<file path="src/rtl/line_burst_responder_pkg.sv">
// Shared cache-side types for the line burst responder: FSM states and
// beat bookkeeping constants used alongside the rv32i types.
package line_burst_responder_pkg;

  typedef enum logic [1:0] {
    IDLE  = 2'd0,
    READ  = 2'd1,
    WRITE = 2'd2,
    DONE  = 2'd3
  } lbr_state_e;

  localparam int unsigned BEATS_PER_LINE = 4;
  localparam int unsigned BEAT_CNT_W     = 2;
  localparam logic [BEAT_CNT_W-1:0] LAST_BEAT = BEAT_CNT_W'(BEATS_PER_LINE - 1);

endpackage : line_burst_responder_pkg

</file>
<file path="src/rtl/line_burst_responder.sv">
// Converts cache line fill/writeback requests into fixed-length memory bursts,
// assembling or slicing the line one beat per accepted burst_resp.
module line_burst_responder
  import line_burst_responder_pkg::*;
#(
  parameter int unsigned s_offset = 5,
  parameter int unsigned s_line   = 256,
  parameter int unsigned s_beat   = 64
) (
  input  logic              clk,
  input  logic              rst,
  input  logic              pmem_read,
  input  logic              pmem_write,
  input  logic [31:0]       pmem_address,
  input  logic [s_line-1:0] pmem_wdata,
  output logic [s_line-1:0] pmem_rdata,
  output logic              pmem_resp,
  output logic              burst_read,
  output logic              burst_write,
  output logic [31:0]       burst_address,
  output logic [s_beat-1:0] burst_wdata,
  input  logic [s_beat-1:0] burst_rdata,
  input  logic              burst_resp
);

  lbr_state_e            state_q, state_d;
  logic [BEAT_CNT_W-1:0] cnt_q, cnt_d;
  logic [31:0]           addr_q, addr_d;
  logic [s_line-1:0]     wline_q, wline_d;
  logic [s_line-1:0]     rline_q, rline_d;
  logic [31:0]           aligned_addr;

  // Byte-offset bits are discarded by line alignment.
  logic unused_offset_bits;
  assign unused_offset_bits = ^pmem_address[s_offset-1:0];

  assign aligned_addr = {pmem_address[31:s_offset], {s_offset{1'b0}}};

  always_ff @(posedge clk or posedge rst) begin
    if (rst) begin
      state_q <= IDLE;
      cnt_q   <= '0;
      addr_q  <= '0;
      wline_q <= '0;
      rline_q <= '0;
    end else begin
      state_q <= state_d;
      cnt_q   <= cnt_d;
      addr_q  <= addr_d;
      wline_q <= wline_d;
      rline_q <= rline_d;
    end
  end

  always_comb begin
    state_d = state_q;
    cnt_d   = cnt_q;
    addr_d  = addr_q;
    wline_d = wline_q;
    rline_d = rline_q;
    unique case (state_q)
      IDLE: begin
        cnt_d = '0;
        if (pmem_read) begin
          addr_d  = aligned_addr;
          state_d = READ;
        end else if (pmem_write) begin
          addr_d  = aligned_addr;
          wline_d = pmem_wdata;
          state_d = WRITE;
        end
      end
      READ: begin
        if (burst_resp) begin
          rline_d[cnt_q*s_beat +: s_beat] = burst_rdata;
          cnt_d = cnt_q + 1'b1;
          if (cnt_q == LAST_BEAT) state_d = DONE;
        end
      end
      WRITE: begin
        if (burst_resp) begin
          cnt_d = cnt_q + 1'b1;
          if (cnt_q == LAST_BEAT) state_d = DONE;
        end
      end
      DONE: begin
        state_d = IDLE;
      end
      default: begin
        state_d = IDLE;
      end
    endcase
  end

  assign pmem_resp     = (state_q == DONE);
  assign burst_read    = (state_q == READ);
  assign burst_write   = (state_q == WRITE);
  assign burst_address = addr_q;
  assign pmem_rdata    = rline_q;
  // Outgoing beat follows the counter combinationally; held at zero outside WRITE.
  assign burst_wdata   = (state_q == WRITE) ? wline_q[cnt_q*s_beat +: s_beat] : '0;

endmodule : line_burst_responder
</file>
<file path="config.mk">
export PLATFORM = sky130hd
export DESIGN_NAME = line_burst_responder
export DESIGN_NICKNAME = d
export VERILOG_FILES = /design/src/rtl/line_burst_responder_pkg.sv /design/src/rtl/line_burst_responder.sv
export SDC_FILE = /design/constraint.sdc
export NUM_CORES = 1
export LEC_CHECK = 0
export BUFFER_PORTS_ARGS = -buffer_cell sky130_fd_sc_hd__buf_2
export CAP_MARGIN = 20
export CELL_PAD_IN_SITES_DETAIL_PLACEMENT = 1
export CELL_PAD_IN_SITES_GLOBAL_PLACEMENT = 1
export CORE_AREA = 2 2 279 281
export CTS_CLUSTER_SIZE = 24
export DETAILED_ROUTE_END_ITERATION = 8
export DIE_AREA = 0 0 281 283
export PLACE_DENSITY = 0.63
export RECOVER_POWER = 50
export SYNTH_ARGS = -nofsm -noshare
export SYNTH_HDL_FRONTEND = slang
export SYNTH_SLANG_ARGS = --single-unit
</file>
<file path="constraint.sdc">
create_clock -name clk -period 28.6 [get_ports clk]
set_input_delay 7.15 -clock clk [delete_from_list [all_inputs] [get_ports clk]]
set_output_delay 7.15 -clock clk [all_outputs]
set_load 0.01 [all_outputs]
</file>
**Word level (Yosys, flattened, before mapping)**

Index checks and enable logic that the tools add are counted.
Widths: inputs -> output; s select.

- $add $sub $neg: 2
- Multiply operators: 0
- Divide/modulo/power cells: 0
- $lt $le $gt $ge: 0
- Equal/unequal tests: 7
- Shift operators: 3
- Mux-type cells: 11
- Bitwise gates (word level): 1
- Reduce and logical (&&, ||, !) cells: 9

Operator list:

| cell | count |
|---|---|
| $bwmux 256 | 1 |
| $shift 64x34->256 const A | 1 |
| $shiftx 256x9->64 | 1 |
| $shiftx 64x34->256 | 1 |
| $mux 32 | 2 |
| $mux 64 | 1 |
| $neg 8->34 | 1 |
| $mux 2 | 5 |
| $eq 2x2->1 const B | 3 |
| $pmux 2 s3 | 1 |
| $reduce_and 2->1 | 3 |
| $reduce_and 3->1 | 2 |
| $ne 2x1->1 const B | 2 |
| $pmux 2 s2 | 1 |
| $reduce_bool 2->1 | 2 |
| $ne 3x3->1 const B | 1 |
| $add 2x1->2 const B | 1 |
| $eq 2x1->1 const B | 1 |
| $logic_not 2->1 | 1 |
| $reduce_or 2->1 | 1 |
| $not 1->1 | 1 |

- Register bits after elaboration: 548
- Latch bits: 0
- Bits in writable memories: 0
- ROM bits: 0
- Bits of input ports: 357
- Logic and storage cells: 38
- Memories kept: 0

**Depth between registers and ports, before layout**

Gate-level depths: netlist (run 1).

- Depth after elaboration: 4
- Depth in mapped cells: 10
- Depth with buffers taken out: 5

**Worst setup path after synthesis (run 1)**

No wires, ideal clock.

- Kind: register to output
- Start point: register cnt_q[0]
- End point: output burst_wdata[10]
- Data arrival time: 1.451 ns
- Required time: 21.450 ns
- Setup slack: 19.999 ns
- Stages on the path, launching flop included: 5
- Path buffers: 2
- Path through: dfrtp_1 buf_4 buf_4 mux4_2 and2_1

- Longest elaborated chain between the ends: 2

RTL lines:

| what | RTL line | source |
|---|---|---|
| start: declaration | line_burst_responder.sv:27 | `logic [BEAT_CNT_W-1:0] cnt_q, cnt_d;` |
| start signal: assignment | line_burst_responder.sv:48 | `cnt_q <= cnt_d;` |
| $shiftx 256x9->64 | line_burst_responder.sv:101 | `assign burst_wdata = (state_q == WRITE) ? wline_q[cnt_q*s_beat +: s_beat] : '0;` |
| $mux 64 | line_burst_responder.sv:101 |  |
| end: declaration | line_burst_responder.sv:21 | `output logic [s_beat-1:0] burst_wdata,` |

Every way passes these cells.

==> results of run 1 <==
final cells by class:
class | count | area (um^2) | share of cell area
sequential | 543 | 13600 | 0.473
clock buffer | 90 | 1840 | 0.0639
multi-input combinational | 1050 | 8320 | 0.289
inverter | 6 | 23.8 | 0.000827
timing repair buffer | 725 | 3400 | 0.118
antenna | 9 | 22.5 | 0.000783
tap | 1040 | 1300 | 0.0453
clock inverter | 23 | 264 | 0.00918
worst paths after layout:
path	end	startpoint	depth (start not counted)
min in group asynchronous	wline_q[242]	rst	2
max in group clk	pmem_rdata[155]	burst_resp	5
worst min register to register	pmem_rdata[187]	pmem_rdata[187]	2
worst max-delay path	pmem_rdata[242]	rst	5
worst min-delay path	pmem_rdata[187]	pmem_rdata[187]	2
worst max register to register	pmem_rdata[155]	cnt_q[0]	6
layer usage:
metal | wire length [um] | up-vias
met2 | 37900 | 556
met4 | 1930 | 30
met1 | 28100 | 8416
met3 | 6260 | 140
li1 | - | 7361
met5 | 190 | -
registers in the layout, summed over array words and instances, names as in the netlist:
signal,cells
state_q,2
burst_address,27
pmem_rdata,256
cnt_q,2
wline_q,256
power by group through the flow:
| stage | Sequential (W) | Combinational (W) | Clock [W] |
|---|---|---|---|
| 3_3_place_gp | 0.00121 | 0.000964 | 0 |
| 4_1_cts | 0.00122 | 0.000999 | 0.000835 |
| 6_report | 0.00122 | 0.000947 | 0.000809 |
| 3_5_place_dp | 0.00123 | 0.000995 | 0 |
| 2_1_floorplan | 0.00122 | 0.000638 | 0 |
| 5_1_grt | 0.00126 | 0.00104 | 0.000865 |
cells by family (layout without fill, tap and decap cells):
group           count (synthesis)  after routing  share of synthesized area
mux                           351            351                      0.206
other cells                     1             14                   0.000165
compound gates                261            261                     0.0725
fa+ha+maj                      12             12                    0.00663
flops                         543            543                      0.600
simple gates                  421            421                     0.0814
buf+inv                       137            844                     0.0336
metrics by stage:
stage	std cells	hold WS (ns)	util
6_report	3486	0.474	0.375
5_1_grt	3483	0.507	0.375
4_1_cts	3476	0.484	0.380
3_5_place_dp	3363	0.470	0.352
3_3_place_gp	3361	0.464	0.352
2_1_floorplan	1730	0.474	-
worst min-delay path, cell delays in order (launching register included):
cell	delay, ns
dfrtp_1	0.34
nand2_1	0.05
o21ai_0	0.06
Yosys cell counts (2+ instances only):
library cell	count	area, um^2
a22o_1	88	771
and2_1	64	400
buf_2	51	255
buf_4	21	158
buf_6	14	158
clkbuf_1	44	165
dfrtp_1	543	13600
ha_1	12	150
inv_1	6	22.5
mux2_2	284	3200
mux2i_1	3	30.0
mux4_2	64	1440
nand2_1	341	1280
nand2_2	2	12.5
nand3_1	5	25.0
nor4_2	2	25.0
nor4b_4	2	47.6
o21ai_0	10	50.1
o21ai_1	160	801
==> flow_metrics.env, run 1 <==
export IMPL_status="complete, but fails checks"
export IMPL_violations="max-capacitance violations, max-slew violations"
export IMPL_place_area_um2=27000
export IMPL_cts_clk_slew_worst_paths_ns=0.06
export IMPL_grt_use_met1=0.207
export IMPL_cts_root_buffer="clkbuf_16"
export IMPL_synth_flop_cell="dfrtp_1"
export IMPL_grt_pass1_vias=18100
export IMPL_worstSetupStartpointType="input port"
export IMPL_critPathSlowestCell="clkbuf_1"
export IMPL_comb_power_share=0.318
export IMPL_synth_warnings=0
export IMPL_cp_end_kind="async pin"
export IMPL_layout_drive_gt1_share=0.390
export IMPL_avgViaCountPerCell=4.73
export IMPL_max_freq_mhz=71.6
export IMPL_fillers=8512
export IMPL_coreArea_um2=76700
export IMPL_min_path_type="register to register"
export IMPL_max_slew_margin=-1.74
export IMPL_place_congestion=0.805
export IMPL_cts_buffers=60
export IMPL_required_ns=29.18
export IMPL_cts_tree="done"
export IMPL_crit_arrival_ns=14.55
export IMPL_ys_ff_latch=543
export IMPL_dp_hpwl_mm=53.5
export IMPL_finalSetupTns_ns=0
export IMPL_leakagePower_nw=13.1
export IMPL_cellPowerDensity_nw_per_um2=104
export IMPL_crit_type="input port to async pin"
export IMPL_pre_cts_slack_ns=17.90
export IMPL_clock_latency_ns=0.61
export IMPL_fin_area_um2=28800
export IMPL_path_buf_inv=5
export IMPL_fp_dieH_um=283
export IMPL_slowest_delay_ns=2.89
export IMPL_clock_sinks=543
export IMPL_syn_inst=1726
export IMPL_ant_nets=0
export IMPL_cts_buffer_depth=3
export IMPL_synth_cell_types=29
export IMPL_wl_per_cell_um=21.4
export IMPL_path_cells="buf_2, clkinvlp_2, clkbuf_1, buf_4, buf_4"
export IMPL_yosysSeqAreaShare=0.600
export IMPL_die_w_um=281
export IMPL_gr_usage_all_layers=0.183
export IMPL_grt_start_max_net_pins=185
export IMPL_power_switching_w=0.000952
export IMPL_antenna_found_initial=27
export IMPL_synth_area_um2=22700
export IMPL_slew_viol_final=638
export IMPL_setup_ws_ns=14.63
export IMPL_row_count=102
export IMPL_die_area_um2=79500
export IMPL_synth_edf_count=0
export IMPL_seq_power_share=0.410
export IMPL_fin_crit_sh=0.489
export IMPL_clock_skew_final_ns=0.0211
export IMPL_wl_mm=74.4
export IMPL_final_common_cell="dfrtp_1"
export IMPL_drc=0
export IMPL_ctsHoldBuffers=0
export IMPL_maxCapViolCount=9
export IMPL_finalPower_w=0.00298
export IMPL_vias=16500
export IMPL_setup_viol=0
export IMPL_async_reset_ff_frac=1.00
export IMPL_sw_frac_of_total=0.320
export IMPL_syn_to_final_growth_pct=26.9
export IMPL_grt_pass1_wl_mm=113
export IMPL_grt_util_met3=0.0606
export IMPL_first_pass_iters=4
export IMPL_crit_top_cell="buf_4"
export IMPL_most_common_layout_cells="541 x dfrtp_1, 476 x buf_2, 342 x nand2_1"
export IMPL_period_needed_ns=13.97
export IMPL_p_int_w=0.00203
export IMPL_grt_overflow=0
export IMPL_ir_worst_vdd_uv=56.6
export IMPL_hold_violations=0
export IMPL_ff2ff_setup_slack_ns=22.42
export IMPL_grt_most_used_layer="met2"
export IMPL_port_buffers=701
export IMPL_clkPwrFrac=0.272
export IMPL_worst_slew_pin_slew_ns=4.09
export IMPL_path_delay_family="buffers and inverters"
export IMPL_avgSynthCellArea_um2=13.1
export IMPL_cts_resized=0
export IMPL_grt_use_met2=0.328
export IMPL_dr_first_iter_drc_count=636
export IMPL_layout_nets=2755
export IMPL_ctsHtreeMaxLevel=2
export IMPL_rsz0062_at_grt="no"
export IMPL_start_util=0.295
export IMPL_post_cts_buffers=0
export IMPL_worst_path_max_fanout=91
export IMPL_io_pin_count=712
Note: power is estimated with default switching activity, not from simulation.
==> inputs of run 2 (changes only) <==
Settings changed: CORE_AREA 2 2 279 281 to 2 2 278 280, DIE_AREA 0 0 281 283 to 0 0 280 282, PLACE_DENSITY 0.63 to 0.66.
Clock period 28.6 ns to 11.2 ns, I/O delays scaled along.
==> run 2 against run 1 <==
Sequential power rose to 2.6 times the previous value. Sequential share of layout area up 0.34 points. First-iteration DRC count up 23%. Largest cell class unchanged. Non-clock buffer count down 3. Via count up 0.36%. The flow still finishes with violations (max-capacitance violations, max-slew violations). Routed wire length down 1.4%. Largest power group unchanged.
==> flow_metrics.env, run 2 (same netlist as run 1, synthesis figures left out) <==
export IMPL_vias=16600
export IMPL_maxCapViolCount=8
export IMPL_path_delay_family="buffers and inverters"
export IMPL_worst_slew_pin_slew_ns=4.29
export IMPL_row_count=101
export IMPL_clock_skew_final_ns=0.0161
export IMPL_die_w_um=280
export IMPL_fin_crit_sh=0.633
export IMPL_port_buffers=701
export IMPL_max_slew_margin=-1.86
export IMPL_avgViaCountPerCell=4.82
export IMPL_ctsHtreeMaxLevel=2
export IMPL_cts_clk_slew_worst_paths_ns=0.06
export IMPL_fp_dieH_um=282
export IMPL_post_cts_buffers=0
export IMPL_antenna_found_initial=52
export IMPL_max_freq_mhz=141
export IMPL_dp_hpwl_mm=51.8
export IMPL_crit_type="input port to async pin"
export IMPL_wl_per_cell_um=21.4
export IMPL_cp_end_kind="async pin"
export IMPL_grt_pass1_wl_mm=110
export IMPL_required_ns=11.77
export IMPL_path_buf_inv=4
export IMPL_io_pin_count=712
export IMPL_whs_path_depth=2
export IMPL_most_common_layout_cells="541 x dfrtp_1, 447 x buf_2, 342 x nand2_1"
export IMPL_cts_buffer_depth=3
export IMPL_gr_usage_all_layers=0.180
export IMPL_holdPathEnd="pmem_rdata[185]"
export IMPL_leakagePower_nw=12.9
export IMPL_rsz0062_at_grt="no"
export IMPL_ctsHoldBuffers=0
export IMPL_worst_path_max_fanout=170
export IMPL_slew_viol_final=557
export IMPL_violations="max-capacitance violations, max-slew violations"
export IMPL_min_from="pmem_rdata[185]"
export IMPL_r2r_cells=5
export IMPL_fillers=8443
export IMPL_grt_overflow=0
export IMPL_start_util=0.299
export IMPL_worstSetupStartpointType="input port"
export IMPL_grt_start_max_net_pins=189
export IMPL_min_path_type="register to register"
export IMPL_cts_root_buffer="clkbuf_16"
export IMPL_final_core_util=0.377
export IMPL_ant_nets=0
export IMPL_first_pass_iters=4
export IMPL_reg2reg_to="pmem_rdata[126]"
export IMPL_clock_latency_ns=0.61
export IMPL_wl_mm=73.4
export IMPL_cellPowerDensity_nw_per_um2=263
export IMPL_ff2ff_setup_slack_ns=5.77
export IMPL_finalSetupTns_ns=0
export IMPL_syn_to_final_growth_pct=26.0
export IMPL_layout_nets=2750
export IMPL_cts_resized=0
export IMPL_dr_first_iter_drc_count=784
export IMPL_crit_arrival_ns=7.66
export IMPL_status="complete, but fails checks"
export IMPL_grt_pass1_vias=18100
export IMPL_cts_tree="done"
export IMPL_setup_viol=0
export IMPL_die_area_um2=79000
export IMPL_layout_drive_gt1_share=0.375
export IMPL_path_cells="buf_2, clkinvlp_2, clkbuf_2, buf_4"
export IMPL_cts_buffers=58
export IMPL_final_common_cell="dfrtp_1"
export IMPL_r2r_start="cnt_q[1]"
export IMPL_slowest_delay_ns=2.92
export IMPL_critPathSlowestCell="clkbuf_2"
export IMPL_clock_sinks=543
export IMPL_coreArea_um2=75700
export IMPL_ir_worst_vdd_uv=136
export IMPL_hold_violations=0
export IMPL_drc=0
export IMPL_place_congestion=0.800
export IMPL_period_needed_ns=7.09
==> run 2: cell count changes in the layout (fill, tap and decap cells not counted), moves of 3 or more <==
cell	delta
o21ai_0	-33
o21ai_1	+33
clkbuf_1	+32
buf_2	-29
diode_2	+21
clkbuf_8	-6
clkinv_2	-6
clkbuf_16	-3
==> run 2: worst min-delay path, stage by stage, from the launching register on <==
cell and delay (ns):
dfrtp_1 0.34, nand2_1 0.04, o21ai_0 0.06
==> run 2: where the power goes <==
| group | internal (W) | switching [W] | total (W) |
|---|---|---|---|
| Clock | 0.00116 | 0.000810 | 0.00197 |
| Sequential | 0.00269 | 0.000434 | 0.00312 |
| Combinational | 0.00124 | 0.00117 | 0.00242 |
==> run 2: routing by layer <==
layer,track usage,wire [um]
met2,0.315,37200
met5,0,229
met3,0.0580,5980
met1,0.201,27200
met4,0.0790,2720
==> run 2: metrics by stage <==
| stage | hold slack, ns | setup WS (ns) | total power (W) | area [um^2] | cells |
|---|---|---|---|---|---|
| 2_1_floorplan | 0.474 | 1.01 | 0.00474 | 22700 | 1730 |
| 3_3_place_gp | 0.461 | 5.57 | 0.00553 | 26900 | 3297 |
| 3_5_place_dp | 0.470 | 5.52 | 0.00568 | 26900 | 3298 |
| 4_1_cts | 0.484 | 4.85 | 0.00769 | 28900 | 3404 |
| 5_1_grt | 0.505 | 3.35 | 0.00796 | 28500 | 3425 |
| 6_report | 0.476 | 4.11 | 0.00751 | 28600 | 3435 |
==> run 2: worst max-delay path by stage <==
stage | from | end | slack (ns) | cells past startpoint
5_1_grt | rst | pmem_rdata[44] | 3.35 | 4
3_5_place_dp | cnt_q[0] | burst_wdata[60] | 5.52 | 4
4_1_cts | cnt_q[0] | burst_wdata[60] | 4.85 | 4
6_report | rst | pmem_rdata[94] | 4.11 | 4
2_1_floorplan | rst | burst_address[10] | 1.01 | 1
3_3_place_gp | cnt_q[0] | burst_wdata[61] | 5.57 | 4
==> run 2: layout make-up <==
type	count	area (um^2)	area share
Multi-Input combinational cell	1050	8330	0.292
Sequential cell	543	13600	0.476
Inverter	6	23.8	0.000833
Timing Repair Buffer	722	3360	0.118
Clock buffer	87	1700	0.0596
Clock inverter	19	245	0.00859
Tap cell	978	1220	0.0429
Antenna cell	30	75.1	0.00263
